==> src/rtl/mem_access_ctrl.sv <==
// rtl/mem_access_ctrl.sv - data-memory load/store sequencer with lane steering, extension and fault trapping
module mem_access_ctrl #(
    parameter int TIMEOUT_CYCLES = 256
) (
    input  logic        clk,
    input  logic        rst,
    input  logic        req_valid,
    input  logic        req_we,
    input  logic [31:0] req_addr,
    input  logic [31:0] req_wdata,
    input  logic [1:0]  req_len,
    input  logic        req_sign,
    output logic        busy,
    output logic        done,
    output logic        err,
    output logic [31:0] rdata,
    output logic [31:0] mem_address,
    output logic        mem_read,
    output logic        mem_write,
    output logic [3:0]  mem_byte_enable,
    output logic [31:0] mem_wdata,
    input  logic        mem_resp,
    input  logic [31:0] mem_rdata
);
    localparam logic [1:0] A_BYTE = 2'd0;
    localparam logic [1:0] A_HALF = 2'd1;
    localparam logic [1:0] A_WORD = 2'd2;
    localparam int CW = (TIMEOUT_CYCLES > 2) ? $clog2(TIMEOUT_CYCLES) : 1;
    localparam logic [CW-1:0] LAST_COUNT = CW'((TIMEOUT_CYCLES > 0) ? TIMEOUT_CYCLES - 1 : 0);

    typedef enum logic [1:0] {IDLE, ACCESS, DONE, FAULT} state_t;

    state_t        state;
    logic [CW-1:0] count;
    logic [1:0]    addr_lo;
    logic [1:0]    len_q;
    logic          sign_q;

    logic          bad_req;
    logic [3:0]    be_calc;
    logic [31:0]   wdata_calc;
    logic [31:0]   lane_word;
    logic [31:0]   load_ext;

    always_comb begin
        bad_req    = (req_len == 2'b11)
                   || (req_len == A_HALF && req_addr[0])
                   || (req_len == A_WORD && req_addr[1:0] != 2'b00);
        be_calc    = 4'b1111;
        wdata_calc = req_wdata;
        case (req_len)
            A_BYTE: begin
                be_calc    = 4'b0001 << req_addr[1:0];
                wdata_calc = {24'b0, req_wdata[7:0]} << {req_addr[1:0], 3'b000};
            end
            A_HALF: begin
                be_calc    = 4'b0011 << {req_addr[1], 1'b0};
                wdata_calc = {16'b0, req_wdata[15:0]} << {req_addr[1], 4'b0000};
            end
            default: ;
        endcase
    end

    // Halfword loads are always aligned here, so a byte-granular shift also selects the right half.
    always_comb begin
        lane_word = mem_rdata >> {addr_lo, 3'b000};
        case (len_q)
            A_BYTE:  load_ext = {{24{~sign_q & lane_word[7]}}, lane_word[7:0]};
            A_HALF:  load_ext = {{16{~sign_q & lane_word[15]}}, lane_word[15:0]};
            default: load_ext = mem_rdata;
        endcase
    end

    always_ff @(posedge clk) begin
        if (rst) begin
            state           <= IDLE;
            count           <= '0;
            addr_lo         <= 2'b00;
            len_q           <= 2'b00;
            sign_q          <= 1'b0;
            busy            <= 1'b0;
            done            <= 1'b0;
            err             <= 1'b0;
            rdata           <= 32'h0;
            mem_address     <= 32'h0;
            mem_read        <= 1'b0;
            mem_write       <= 1'b0;
            mem_byte_enable <= 4'b0000;
            mem_wdata       <= 32'h0;
        end else begin
            case (state)
                IDLE: begin
                    if (req_valid) begin
                        addr_lo <= req_addr[1:0];
                        len_q   <= req_len;
                        sign_q  <= req_sign;
                        busy    <= 1'b1;
                        if (bad_req) begin
                            state <= FAULT;
                            done  <= 1'b1;
                            err   <= 1'b1;
                        end else begin
                            state           <= ACCESS;
                            count           <= '0;
                            mem_address     <= {req_addr[31:2], 2'b00};
                            mem_read        <= ~req_we;
                            mem_write       <= req_we;
                            mem_byte_enable <= be_calc;
                            mem_wdata       <= wdata_calc;
                        end
                    end
                end
                ACCESS: begin
                    if (mem_resp) begin
                        state           <= DONE;
                        done            <= 1'b1;
                        err             <= 1'b0;
                        mem_read        <= 1'b0;
                        mem_write       <= 1'b0;
                        mem_byte_enable <= 4'b0000;
                        if (mem_read)
                            rdata <= load_ext;
                    end else if (TIMEOUT_CYCLES != 0 && count == LAST_COUNT) begin
                        state           <= FAULT;
                        done            <= 1'b1;
                        err             <= 1'b1;
                        mem_read        <= 1'b0;
                        mem_write       <= 1'b0;
                        mem_byte_enable <= 4'b0000;
                    end else begin
                        count <= count + 1'b1;
                    end
                end
                default: begin
                    state <= IDLE;
                    busy  <= 1'b0;
                    done  <= 1'b0;
                    err   <= 1'b0;
                end
            endcase
        end
    end
endmodule

==> config.mk <==
export PLATFORM = sky130hd
export DESIGN_NAME = mem_access_ctrl
export DESIGN_NICKNAME = d
export VERILOG_FILES = /design/src/rtl/mem_access_ctrl.sv
export SDC_FILE = /design/constraint.sdc
export NUM_CORES = 1
export LEC_CHECK = 0
export ABC_AREA = 1
export CORE_UTILIZATION = 41
export DETAILED_ROUTE_END_ITERATION = 12
export GPL_ROUTABILITY_DRIVEN = 0
export PLACE_DENSITY = 0.78
export SLEW_MARGIN = 10
export SYNTH_ARGS = -nofsm -noshare
export SYNTH_HDL_FRONTEND = slang
export SYNTH_SLANG_ARGS = --single-unit
==> constraint.sdc <==
create_clock -name clk -period 1.41 [get_ports clk]
set_input_delay 0.141 -clock clk [delete_from_list [all_inputs] [get_ports clk]]
set_output_delay 0.141 -clock clk [all_outputs]
set_load 0.005 [all_outputs]
==> flow_metrics.env <==
export IMPL_run_status="finished, final reports clean"
export IMPL_final_period_minus_worst_setup_slack_ps=1380
export IMPL_critPathCaptureType="output port"
export IMPL_die_width_um=120
export IMPL_core_area_um2=13400
export IMPL_synthDominantCellAreaShare_pct=41.4
export IMPL_antenna_violations_before_repair=0
export IMPL_number_of_global_route_vias_before_repair=6346
export IMPL_synthDistinctLibCells=31
export IMPL_cts_max_level=4
export IMPL_power_density_nw_per_um2=1110
export IMPL_worst_reg2reg_path_startpoint="state[1]"
export IMPL_worstSetupStartpointType="flop"
export IMPL_drive_gt1_share_pct=14.2
export IMPL_synth_seq_area_share_pct=41.4
export IMPL_cts_buffers_inserted=17
export IMPL_synthCells=857
export IMPL_dp_final_hpwl_um=13400
export IMPL_share_clk_of_total_power_pct=44.1
export IMPL_timing_final_ws_setup_ps=30.5
export IMPL_worstPathBufferInverterCount=1
export IMPL_fillerInstances=1140
export IMPL_timing_worst_setup_path_type="reg2out"
export IMPL_drt_vias_per_instance=5.02
export IMPL_grt_use_total_pct=26.9
export IMPL_io_pins=209
export IMPL_holdCritPathClass="in2reg"
export IMPL_cp_slowest_stage_delay_ps=490
export IMPL_power_switching_w=0.00275
export IMPL_timing_critical_path_slowest_stage_cell="clkdlybuf4s50_1"
export IMPL_report_final_hold_viol_count=0
export IMPL_clock_skew_ps=8.72
export IMPL_hold_path_cell_count=3
export IMPL_globalRoute_totalOverflow=0
export IMPL_cp_required_ps=1270
export IMPL_avg_synthesized_cell_area_um2=6.65
export IMPL_antenna_cells=0
export IMPL_ys_async_sr_fraction_pct=0
export IMPL_synth_enable_flop_cells=0
export IMPL_syn_cell_area_um2=5700
export IMPL_drv_slew=0
export IMPL_cts_root_buf="clkbuf_16"
export IMPL_drt_iter0_markers=438
export IMPL_place_worst_setup_slack_ps=-409
export IMPL_totalWireLength_um=19000
export IMPL_swShare_pct=27.1
export IMPL_clock_insertion_delay_at_the_later_pin_of_the_skew_report_ps=420
export IMPL_rsz0062_at_grt="yes"
export IMPL_drc=0
export IMPL_fraction_of_power_consumed_by_combinational_cells_pct=19.7
export IMPL_cap_viol_max_count=0
export IMPL_share_of_the_clock_period_used_by_the_worst_path_after_layout_pct=97.8
export IMPL_clockBufferDepth=2
export IMPL_worstHoldStart="req_addr[4]"
export IMPL_routed_via_count=6501
export IMPL_signed_area_change_from_the_synthesized_netlist_to_the_final_layout_pct=60.5
export IMPL_critical_path_arrival_ps=1240
export IMPL_nets=1211
export IMPL_die_h_um=120
export IMPL_placedInstanceArea_um2=8280
export IMPL_whs_endpoint="mem_address[4]"
export IMPL_finish_utilization_pct=68.3
export IMPL_post_route_standard_cell_area_excluding_fillers_um2=9150
export IMPL_wl_per_cell_um=14.7
export IMPL_tritoncts="yes"
export IMPL_synth_top_flop_cell="dfxtp_1"
export IMPL_setup_viol=0
export IMPL_maximum_number_of_pins_on_one_net_before_global_route_repair=55
export IMPL_crit_path_cell_trace="clkdlybuf4s50_1"
export IMPL_max_freq_mhz=725
export IMPL_reg2reg_depth=7
export IMPL_crit_reg2reg_capture="rdata[14]"
export IMPL_global_route_wire_length_before_repair_um=30400
export IMPL_clk_pin_slew_ps=60
export IMPL_rows=42
export IMPL_port_buffers=206
export IMPL_final_antenna_net_count=0
export IMPL_numClockSinks=118
export IMPL_leakagePower_nw=5.11
export IMPL_postSynthRegisterBits=118
export IMPL_drt_first_pass_iters=5
export IMPL_netlist_top_cells_area="dfxtp_1 41%, nand2_1 12%, nor2_1 11%"
export IMPL_fp_dieArea_um2=14400
export IMPL_post_synth_top_area_cell="dfxtp_1"
export IMPL_path_max_fanout=2
export IMPL_worst_path_dominant_cell_family="buffers and inverters"
export IMPL_synth_yosys_warnings=0
export IMPL_start_util_pct=42.5
export IMPL_power_report_internal_total_w=0.00739
export IMPL_seqPwrFrac_pct=36.1
export IMPL_r2r_setup_slack_ps=40
export IMPL_max_vdd_ir_drop_v=0.00122
[power groups by stage]
stage / clock, W / combinational (W) / sequential, W
after floorplan: 0 / 0.000914 / 0.00373
after global placement: 0 / 0.00197 / 0.00372
final: 0.00447 / 0.00200 / 0.00366
after global routing: 0.00470 / 0.00220 / 0.00369
after CTS: 0.00451 / 0.00196 / 0.00366
after detailed placement: 0 / 0.00199 / 0.00372
[state kept, by name (all words and copies together) (netlist names), 2 cells and up]
signal / flops
addr_lo: 2
mem_address: 30
len_q: 2
rdata: 32
mem_byte_enable: 4
mem_wdata: 32
count: 8
state: 2
[worst register-to-register path, delay by kind of cell, from the launching register on]
kind	cells	cell delay [ps]
buf+inv	2	240
simple gates	2	270
flops	1	340
compound gates	3	410
[cells in the mapped netlist, types with 9 or more instances]
| master | instances |
|---|---|
| a21oi_1 | 84 |
| buf_2 | 10 |
| buf_4 | 13 |
| clkbuf_1 | 18 |
| dfxtp_1 | 118 |
| inv_1 | 65 |
| nand2_1 | 179 |
| nand3_1 | 40 |
| nor2_1 | 161 |
| o21ai_0 | 99 |
| o21ai_1 | 9 |
| o22ai_1 | 16 |
[kinds of logic (layout without fill, tap and decap cells)]
| group | count (synthesis) | count (layout) | synth area share [%] |
|---|---|---|---|
| and+or+nand+nor | 403 | 403 | 29.1 |
| buffers and inverters | 123 | 384 | 10.1 |
| other | 1 | 2 | 0.0658 |
| AOI/OAI and AO/OA | 211 | 211 | 19.0 |
| adders and majority gates | 1 | 1 | 0.219 |
| DFF | 118 | 118 | 41.4 |
[stage by stage]
step | setup TNS (ps) | power (W) | hold WS, ps | std cells
floorplan | 0 | 0.00464 | 276 | 858
global placement | -28180 | 0.00568 | 437 | 1258
detailed placement | -30370 | 0.00571 | 449 | 1258
CTS | 0 | 0.0101 | 292 | 1290
global route | -42.9 | 0.0106 | 311 | 1295
finish | 0 | 0.0101 | 304 | 1295
[layer usage]
metal / share of wire [%] / wire length [µm] / vias up / GRT usage (%)
li1: - / - / 3274 / -
met1: 40 / 7620 / 2918 / 30.7
met2: 49 / 9320 / 271 / 45.0
met3: 8.6 / 1640 / 38 / 9.22
met4: 2.5 / 476 / 0 / 12.6
met5: 0 / 0 / - / 0
[area by class of cell]
class / count / area [µm²] / area share (%)
Timing Repair Buffer: 277 / 2780 / 30.4
Tap cell: 176 / 220 / 2.41
Multi-Input combinational cell: 617 / 2860 / 31.3
Timing Repair inverter: 1 / 5.00 / 0.0547
Inverter: 74 / 289 / 3.16
Clock buffer: 20 / 457 / 4.99
Clock inverter: 12 / 153 / 1.67
Sequential cell: 118 / 2380 / 26.0
[worst max path at each step]
| stage | startpoint | end | slack [ps] | depth (start not counted) |
|---|---|---|---|---|
| final | mem_address[23] | mem_address[23] | 30 | 1 |
| after global placement | req_len[1] | mem_wdata[17] | -360 | 9 |
| after CTS | mem_address[13] | mem_address[13] | 0.2 | 1 |
| after global routing | state[1] | mem_wdata[27] | -20 | 7 |
| after detailed placement | req_len[1] | mem_wdata[5] | -410 | 9 |
| after floorplan | count[0] | count[0] | 20 | 9 |
[placed cells by master, fill, tap and decap left out, types with 16 or more instances in the layout]
cell type        count
nand2_1            174
nor2_1             157
clkdlybuf4s50_1    104
dfxtp_1            102
o21ai_0             93
a21oi_1             82
inv_1               64
buf_4               58
dlymetal6s2s_1      56
dlygate4sd2_1       46
nand3_1             39
clkbuf_16           17
o22ai_1             16
dfxtp_2             16
[timing repair]
action,in CTS,in global routing
hold buffers,0,0
gates cloned,0,2
setup endpoints to repair,55,148
gates resized for setup,61,96
endpoints found under the hold margin,0,0
pin swaps,2,9
setup buffers,0,3
Power figures use the tool's default switching activity.
